`src/rtl/fetch_stage.sv`:
```
// Instruction fetch stage: owns the PC, keeps at most one imem read in flight and
// feeds a 2-entry buffer to the decoder. Define FETCH_PERF_CNT_EN for perf counters.
module fetch_stage #(
    parameter logic [31:0] RESET_PC = 32'h0000_0000
) (
    input  logic        clk,
    input  logic        rst_n,
    output logic        imem_req,
    output logic [31:0] imem_addr,
    input  logic        imem_gnt,
    input  logic        imem_rvalid,
    input  logic [31:0] imem_rdata,
    input  logic        redirect_valid,
    input  logic [31:0] redirect_pc,
    output logic        id_valid,
    input  logic        id_ready,
    output logic [31:0] id_instr,
    output logic [31:0] id_pc,
    output logic [5:0]  id_opcode,
    output logic [5:0]  id_func
`ifdef FETCH_PERF_CNT_EN
    ,
    output logic [31:0] perf_fetched,
    output logic [31:0] perf_stall
`endif
);

    typedef enum logic [1:0] {IDLE, REQ, WAIT} state_e;

    state_e            state_q;
    logic              req_q;
    logic [31:0]       pc_q;
    logic [31:0]       out_pc_q;
    logic              drop_q;
    logic [1:0]        count_q;
    logic [1:0]        count_d;
    logic              wptr_q;
    logic              rptr_q;
    logic [1:0][31:0]  instr_q;
    logic [1:0][31:0]  ipc_q;

    logic push;
    logic pop;
    logic grant;

    assign push  = (state_q == WAIT) && imem_rvalid && !drop_q;
    assign pop   = id_valid && id_ready;
    assign grant = (state_q == REQ) && imem_gnt;

    always_comb begin
        count_d = count_q + {1'b0, push} - {1'b0, pop};
    end

    always_ff @(posedge clk or negedge rst_n) begin
        if (!rst_n) begin
            state_q  <= IDLE;
            req_q    <= 1'b0;
            pc_q     <= RESET_PC;
            out_pc_q <= 32'h0;
            drop_q   <= 1'b0;
            count_q  <= 2'd0;
            wptr_q   <= 1'b0;
            rptr_q   <= 1'b0;
            instr_q  <= '0;
            ipc_q    <= '0;
        end else if (redirect_valid) begin
            count_q <= 2'd0;
            wptr_q  <= 1'b0;
            rptr_q  <= 1'b0;
            pc_q    <= {redirect_pc[31:2], 2'b00};
            // A response still owed by memory must be swallowed before re-issuing.
            if (((state_q == WAIT) && !imem_rvalid) || grant) begin
                drop_q  <= 1'b1;
                state_q <= WAIT;
                req_q   <= 1'b0;
            end else begin
                drop_q  <= 1'b0;
                state_q <= REQ;
                req_q   <= 1'b1;
            end
        end else begin
            if (push) begin
                instr_q[wptr_q] <= imem_rdata;
                ipc_q[wptr_q]   <= out_pc_q;
                wptr_q          <= ~wptr_q;
            end
            if (pop)
                rptr_q <= ~rptr_q;
            count_q <= count_d;

            case (state_q)
                IDLE: begin
                    if (count_q <= 2'd1) begin
                        state_q <= REQ;
                        req_q   <= 1'b1;
                    end
                end
                REQ: begin
                    if (imem_gnt) begin
                        out_pc_q <= pc_q;
                        pc_q     <= pc_q + 32'd4;
                        state_q  <= WAIT;
                        req_q    <= 1'b0;
                    end
                end
                WAIT: begin
                    if (imem_rvalid) begin
                        drop_q <= 1'b0;
                        if (count_d <= 2'd1) begin
                            state_q <= REQ;
                            req_q   <= 1'b1;
                        end else begin
                            state_q <= IDLE;
                            req_q   <= 1'b0;
                        end
                    end
                end
                default: begin
                    state_q <= IDLE;
                    req_q   <= 1'b0;
                end
            endcase
        end
    end

    assign imem_req  = req_q;
    assign imem_addr = pc_q;
    assign id_valid  = (count_q != 2'd0);
    assign id_instr  = instr_q[rptr_q];
    assign id_pc     = ipc_q[rptr_q];
    assign id_opcode = id_instr[31:26];
    assign id_func   = id_instr[5:0];

`ifdef FETCH_PERF_CNT_EN
    logic [31:0] fetched_q;
    logic [31:0] stall_q;

    // Words discarded by a same-cycle redirect never reach the buffer, so are not counted.
    always_ff @(posedge clk or negedge rst_n) begin
        if (!rst_n) begin
            fetched_q <= 32'h0;
            stall_q   <= 32'h0;
        end else begin
            if (push && !redirect_valid)
                fetched_q <= fetched_q + 32'd1;
            if (id_valid && !id_ready)
                stall_q <= stall_q + 32'd1;
        end
    end

    assign perf_fetched = fetched_q;
    assign perf_stall   = stall_q;
`endif

endmodule

```
`config.mk`:
```
export PLATFORM = sky130hd
export DESIGN_NAME = fetch_stage
export DESIGN_NICKNAME = d
export VERILOG_FILES = /design/src/rtl/fetch_stage.sv
export SDC_FILE = /design/constraint.sdc
export NUM_CORES = 1
export LEC_CHECK = 0
export CAP_MARGIN = 5
export CORE_MARGIN = 2
export CORE_UTILIZATION = 45
export DETAILED_ROUTE_END_ITERATION = 10
export GPL_ROUTABILITY_DRIVEN = 0
export PLACE_DENSITY = 0.68
export SYNTH_ARGS = -nofsm -noshare
export SYNTH_HDL_FRONTEND = slang
export SYNTH_SLANG_ARGS = --single-unit
```
`constraint.sdc`:
```
create_clock -name clk -period 3.9 [get_ports clk]
set_input_delay 1.17 -clock clk [delete_from_list [all_inputs] [get_ports clk]]
set_output_delay 1.17 -clock clk [all_outputs]
set_load 0.05 [all_outputs]
```
==> qor.csv, run 1 <==
metric;value;unit
core.rowCount;51;
worstSetupPathType;reg2out;
r2r_end;imem_addr[28];
dp_cells;1063;
crit_path_max_fanout;56;
antenna_found_initial;0;
hold_viol_final;0;
synth_edf_count;0;
hp-start;ipc_q[11];
worstSkewPairLatency;0.43;ns
cts_buffers;17;
grt_pass1_wl;31.7;mm
coreArea;19300;um2
grt_max_degree;72;
yosysSeqAreaShare;0.546;
drt-pass1-iter-count;4;
port_buffers;173;
hold_path_class;reg2reg;
syn_to_final_growth;29.3;%
netlist_area;8800;um2
ys_ff_latch;192;
synth_top_area_share;0.546;
rr_worst_depth;5;
vias;5860;
dpl_cell_area;10700;um2
fin_util;0.588;
fin_crit_sh;0.931;
p_leak;4.96;nW
fin_ws;0.269;ns
cts.reportedPaths.clkPinSlew;0.07;ns
rr_startpoint;imem_addr[2];
rrSetupSlack;1.53;ns
worst_path_max_delay_cell;clkdlybuf4s50_1;
async_flop_share;1.00;
cp_slowest_stage_delay;0.75;ns
routed_wirelength;20.0;mm
die_y;144;um
setup_viol;0;
cts.htree.levels;4;
rsz0062_at_grt;no;
cts_tree;built;
routedWlPerCell;18.3;um
instances_no_fill;1094;
end_kind;output pin;
worstMarginPinSlew;0.768;ns
yosys-top-cells-area;dfrtp_1 55%, mux2_2 28%, buf_4 1.4%;
drv_slew;0;
arrival;2.46;ns
syn_avg_cell_area;13.3;um2
path_buf_inv;2;
pre_cts_ws;0.493;ns
drc;0;
hold_buffers;0;
grt_usage;0.200;
drive_above_1_share;0.326;
synthCells;663;
die_area;20700;um2
cts_sinks;192;
start_kind;flop;
hold_end;ipc_q[11];
critPathRequiredTime;2.73;ns
ant_nets;0;
fmax;275;MHz
synth_top_area_cell;dfrtp_1;
hpwl;13.8;mm
cts.repair.resized;0;
min_path_cells;1;
via_per_inst;5.36;
worstPathCellList;buf_12, mux2_2, clkdlybuf4s50_1;
min_period;3.63;ns
grt_pass1_vias;6150;
die_width;144;um
crit_family;buffers and inverters;
cts_buffer_depth;2;
drv_cap;0;
post_cts_buffers;0;
vdd_drop_max;0.000351;V
ys.flop_type;dfrtp_1;
diodes;0;
ios;180;
root_buffer;clkbuf_16;
synth_cell_types;47;
drt-initial-drc-count;339;
fin_setup_tns;0;ns
grt-ovfl-total;0;
outcome;completed;
ys.warnings.count;0;
final_cell_area;11400;um2
start_util;0.455;
finClkSkew;0.00571;ns
slew_headroom;0.483;
cellPowerDensity;757;nW/um2
fin_nets;890;
[registers in the layout, indices dropped and copies added (netlist names)]
name	count
out_pc_q	30
drop_q	1
ipc_q	60
rptr_q	1
instr_q	64
count_q	2
state_q	2
wptr_q	1
imem_addr	30
imem_req	1
[Yosys cell counts, types with 6 or more instances]
cell type,number
a31oi_1,18
nor2_1,21
buf_2,8
mux2_2,216
nand4_1,9
or3_1,6
clkbuf_1,19
dfrtp_1,192
xor2_1,6
o31ai_1,9
inv_1,7
xnor2_1,8
nand2_1,23
nand3_1,13
o21ai_0,20
or4_1,12
buf_4,16
[report_power, final]
group,leakage [nW],switching [mW],total (mW),internal (mW)
clock network,0.303,0.735,1.83,1.10
registers,2.47,0.378,2.94,2.56
logic,2.19,2.27,3.84,1.57
total,4.96,3.39,8.61,5.22
[how the worst max path moves through the flow]
stage | start | endpoint | cells after the start
after global placement | imem_rvalid | imem_req | 10
after global routing | rptr_q | id_pc[13] | 3
after CTS | rptr_q | id_pc[13] | 3
after floorplan | rptr_q | id_instr[0] | 4
final | rptr_q | id_pc[11] | 3
after detailed placement | imem_gnt | imem_addr[28] | 5
[cell type report]
| cell class | count | area, um2 |
|---|---|---|
| Tap cell | 265 | 332 |
| Clock inverter | 7 | 124 |
| Fill cell | 1580 | 7960 |
| Inverter | 7 | 26.3 |
| Timing Repair Buffer | 186 | 1910 |
| Sequential cell | 192 | 4810 |
| Multi-Input combinational cell | 413 | 3680 |
| Clock buffer | 24 | 502 |
[metal layers]
metal / track usage / part of all wire / vias up
met4: 0.0686 / 0.017 / 0
met3: 0.0403 / 0.040 / 24
met1: 0.247 / 0.42 / 3005
li1: - / - / 2700
met5: 0 / 0 / -
met2: 0.349 / 0.52 / 131
[placed cells by master (no fill, tap or decap), types with 2 or more instances in the layout]
cell / n
clkbuf_8: 6
nand2b_1: 2
nor4_1: 4
inv_1: 7
clkdlybuf4s50_1: 172
a31oi_1: 18
nand4bb_1: 2
o211ai_1: 2
clkinv_4: 2
nand2_1: 22
clkbuf_1: 2
xnor2_1: 8
o41ai_1: 4
buf_4: 7
ha_1: 3
dfrtp_1: 191
and3_1: 2
nand4_1: 9
conb_1: 4
nand4b_1: 2
xor2_1: 6
and4_1: 4
buf_12: 6
nor3_1: 4
clkbuf_16: 17
o21ai_0: 20
a21oi_1: 2
mux2_2: 216
and2_1: 2
bufinv_16: 3
nand3_1: 13
or3_1: 6
or4_1: 12
nor2_1: 20
or2_2: 4
o31ai_1: 9
[logic make-up (layout without fill, tap and decap cells)]
logic type / Yosys count / after routing / share of synthesized area
AOI/OAI and AO/OA: 58 / 58 / 0.0415
xor gates and xnor gates: 14 / 14 / 0.0139
adders and majority gates: 3 / 3 / 0.00427
buffers and inverters: 61 / 224 / 0.0398
DFF: 192 / 192 / 0.546
muxes: 217 / 217 / 0.278
other: 1 / 4 / 0.000426
and+or+nand+nor: 117 / 117 / 0.0761
[metrics by stage]
stage | power (mW) | hold WS (ns)
after detailed placement | 6.85 | 0.487
after floorplan | 5.66 | 0.474
after global placement | 6.74 | 0.481
after global routing | 9.01 | 0.517
after CTS | 8.70 | 0.503
final | 8.61 | 0.503
No activity file was read; power rests on OpenSTA's default activity.
==> run 2: changes to the inputs <==
CORE_MARGIN = default   (was 2)
SETUP_SLACK_MARGIN = 0.1   (was default)
==> qor.csv, run 2 (same netlist as run 1, synthesis figures left out) <==
metric;value;unit;change
outcome;completed;;unchanged
drive_above_1_share;0.327;;was 0.326
fin_util;0.598;;was 0.588
finClkSkew;0.0111;ns;was 0.00571 ns
slew_headroom;0.439;;was 0.483
fin_nets;889;;was 890
worstMarginPinSlew;0.833;ns;was 0.768 ns
p_sw;3.42;mW;was 3.39 mW
final_cell_area;11300;um2;was 11400 um2
top_regs;instr_q x64, ipc_q x60;;unchanged
syn_to_final_growth;29.0;%;was 29.3%
largest-register;instr_q;;unchanged
seqPwrFrac;0.344;;was 0.341
path_buf_inv;2;;unchanged
drt-pass1-iter-count;4;;unchanged
power.share.clock;0.208;;was 0.213
cts_sinks;192;;unchanged
vias;5835;;was 5860
fin_crit_sh;0.924;;was 0.931
grt_pass1_vias;6149;;was 6150
routed_wirelength;19.9;mm;was 20.0 mm
post_cts_buffers;0;;unchanged
drt-initial-drc-count;299;;was 339
grt_util_met2;0.356;;was 0.349
hold_path_class;reg2reg;;unchanged
drv_cap;0;;unchanged
cts_tree;built;;unchanged
start_kind;flop;;unchanged
die_area;20100;um2;was 20700 um2
fillers;1530;;was 1580
core.rowCount;50;;was 51
crit_path_max_fanout;33;;was 56
port_buffers;173;;unchanged
grt_usage;0.207;;was 0.200
ant_nets;0;;unchanged
switching_share;0.399;;was 0.393
fmax;277;MHz;was 275 MHz
largest_register_ffs;64;;unchanged
routedWlPerCell;18.2;um;was 18.3 um
hold_buffers;0;;unchanged
arrival;2.43;ns;was 2.46 ns
end_kind;output pin;;unchanged
r2r_end;imem_addr[26];;was imem_addr[28]
grt_max_degree;78;;was 72
worst_path_max_delay_cell;clkdlybuf4s50_1;;unchanged
cts.reportedPaths.clkPinSlew;0.07;ns;about the same
grt-ovfl-total;0;;unchanged
pwr-share-comb;0.448;;was 0.446
grtUsageMet3;0.0273;;was 0.0403
cellPowerDensity;756;nW/um2;was 757 nW/um2
via_per_inst;5.36;;about the same
top_usage_layer;met2;;unchanged
hpwl;13.6;mm;was 13.8 mm
cp_slowest_stage_delay;0.74;ns;was 0.75 ns
min_path_cells;1;;unchanged
hp-start;ipc_q[44];;was ipc_q[11]
grt_use_met1;0.268;;was 0.247
hold_end;ipc_q[44];;was ipc_q[11]
fin_setup_tns;0;ns;unchanged
p_leak;4.94;nW;was 4.96 nW
mostFrequentLayoutCells;216 x mux2_2, 191 x dfrtp_1, 172 x clkdlybuf4s50_1;;unchanged
cts_buffers;17;;unchanged
rrSetupSlack;1.55;ns;was 1.53 ns
rsz0062_at_grt;no;;unchanged
worstPathCellList;buf_12, mux2_2, clkdlybuf4s50_1;;unchanged
cts.repair.resized;0;;unchanged
die_width;142;um;was 144 um
antenna_found_initial;0;;unchanged
rr_worst_depth;5;;unchanged
min_period;3.60;ns;was 3.63 ns
worstSkewPairLatency;0.43;ns;about the same
drv_slew;0;;unchanged
dpl_cell_area;10700;um2;about the same
diodes;0;;unchanged
holdWs;0.502;ns;was 0.503 ns
crit_family;buffers and inverters;;unchanged
ios;180;;unchanged
cts.htree.levels;4;;unchanged
grt_pass1_wl;32.2;mm;was 31.7 mm
hold_viol_final;0;;unchanged
root_buffer;clkbuf_16;;unchanged
coreArea;19000;um2;was 19300 um2
die_y;142;um;was 144 um
drc;0;;unchanged
intPower;5.16;mW;was 5.22 mW
pre_cts_ws;0.493;ns;about the same
rr_startpoint;imem_addr[2];;unchanged
layout_commonest_cell;mux2_2;;unchanged
cts_buffer_depth;2;;unchanged
critPathRequiredTime;2.73;ns;about the same
vdd_drop_max;0.000314;V;was 0.000351 V
fin_ws;0.296;ns;was 0.269 ns
start_util;0.464;;was 0.455
setup_viol;0;;unchanged
worstSetupPathType;reg2out;;unchanged
-- run 2: cell count changes in the layout (fill, tap and decap cells not counted), sizes merged --
cell      change
buf           -1
bufinv        -1
clkbuf        -2
clkinv        +2
clkinvlp      +1
inv           +1
-- run 2: power by group through the flow --
stage / clock (mW) / combinational (mW) / sequential, mW
after CTS: 1.82 / 3.88 / 2.95
after detailed placement: 0 / 3.87 / 2.99
after floorplan: 0 / 2.69 / 2.97
after global routing: 1.90 / 4.02 / 3.04
final: 1.79 / 3.84 / 2.95
after global placement: 0 / 3.81 / 2.93
-- run 2: final cells by class --
type                       instances  area [um2]  share of cell area
clock buffer                      22         484              0.0427
clock inverter                    10         126              0.0111
inverter                           7        26.3             0.00232
multi-input combinational        413        3680               0.324
sequential                       192        4810               0.424
tap                              260         325              0.0287
timing repair buffer             185        1900               0.168
-- run 2: worst max-delay path by stage --
stage	start	end	slack, ns	depth (start not counted)
floorplan	rptr_q	id_instr[0]	1.07	4
CTS	rptr_q	id_pc[18]	0.26	3
detailed placement	imem_rvalid	state_q[0]	0.49	10
finish	rptr_q	id_pc[18]	0.30	3
global route	rptr_q	id_pc[18]	0.24	3
global placement	imem_rvalid	imem_req	0.52	10
-- run 2: per-stage QoR --
step,cells,power (mW)
3_3_place_gp,1057,6.74
3_5_place_dp,1057,6.86
4_1_cts,1089,8.66
6_report,1089,8.57
5_1_grt,1089,8.96
2_1_floorplan,666,5.66
-- run 2: metal layers --
metal	part of all wire	vias to the layer above
li1	-	2692
met1	0.44	2963
met2	0.51	151
met3	0.033	29
met4	0.019	0
met5	0	-
==> run 3: changes to the inputs <==
CAP_MARGIN = 20   (was 5)
==> results of run 3 <==
Final layout, timing and power as in run 2 (identical DEF).
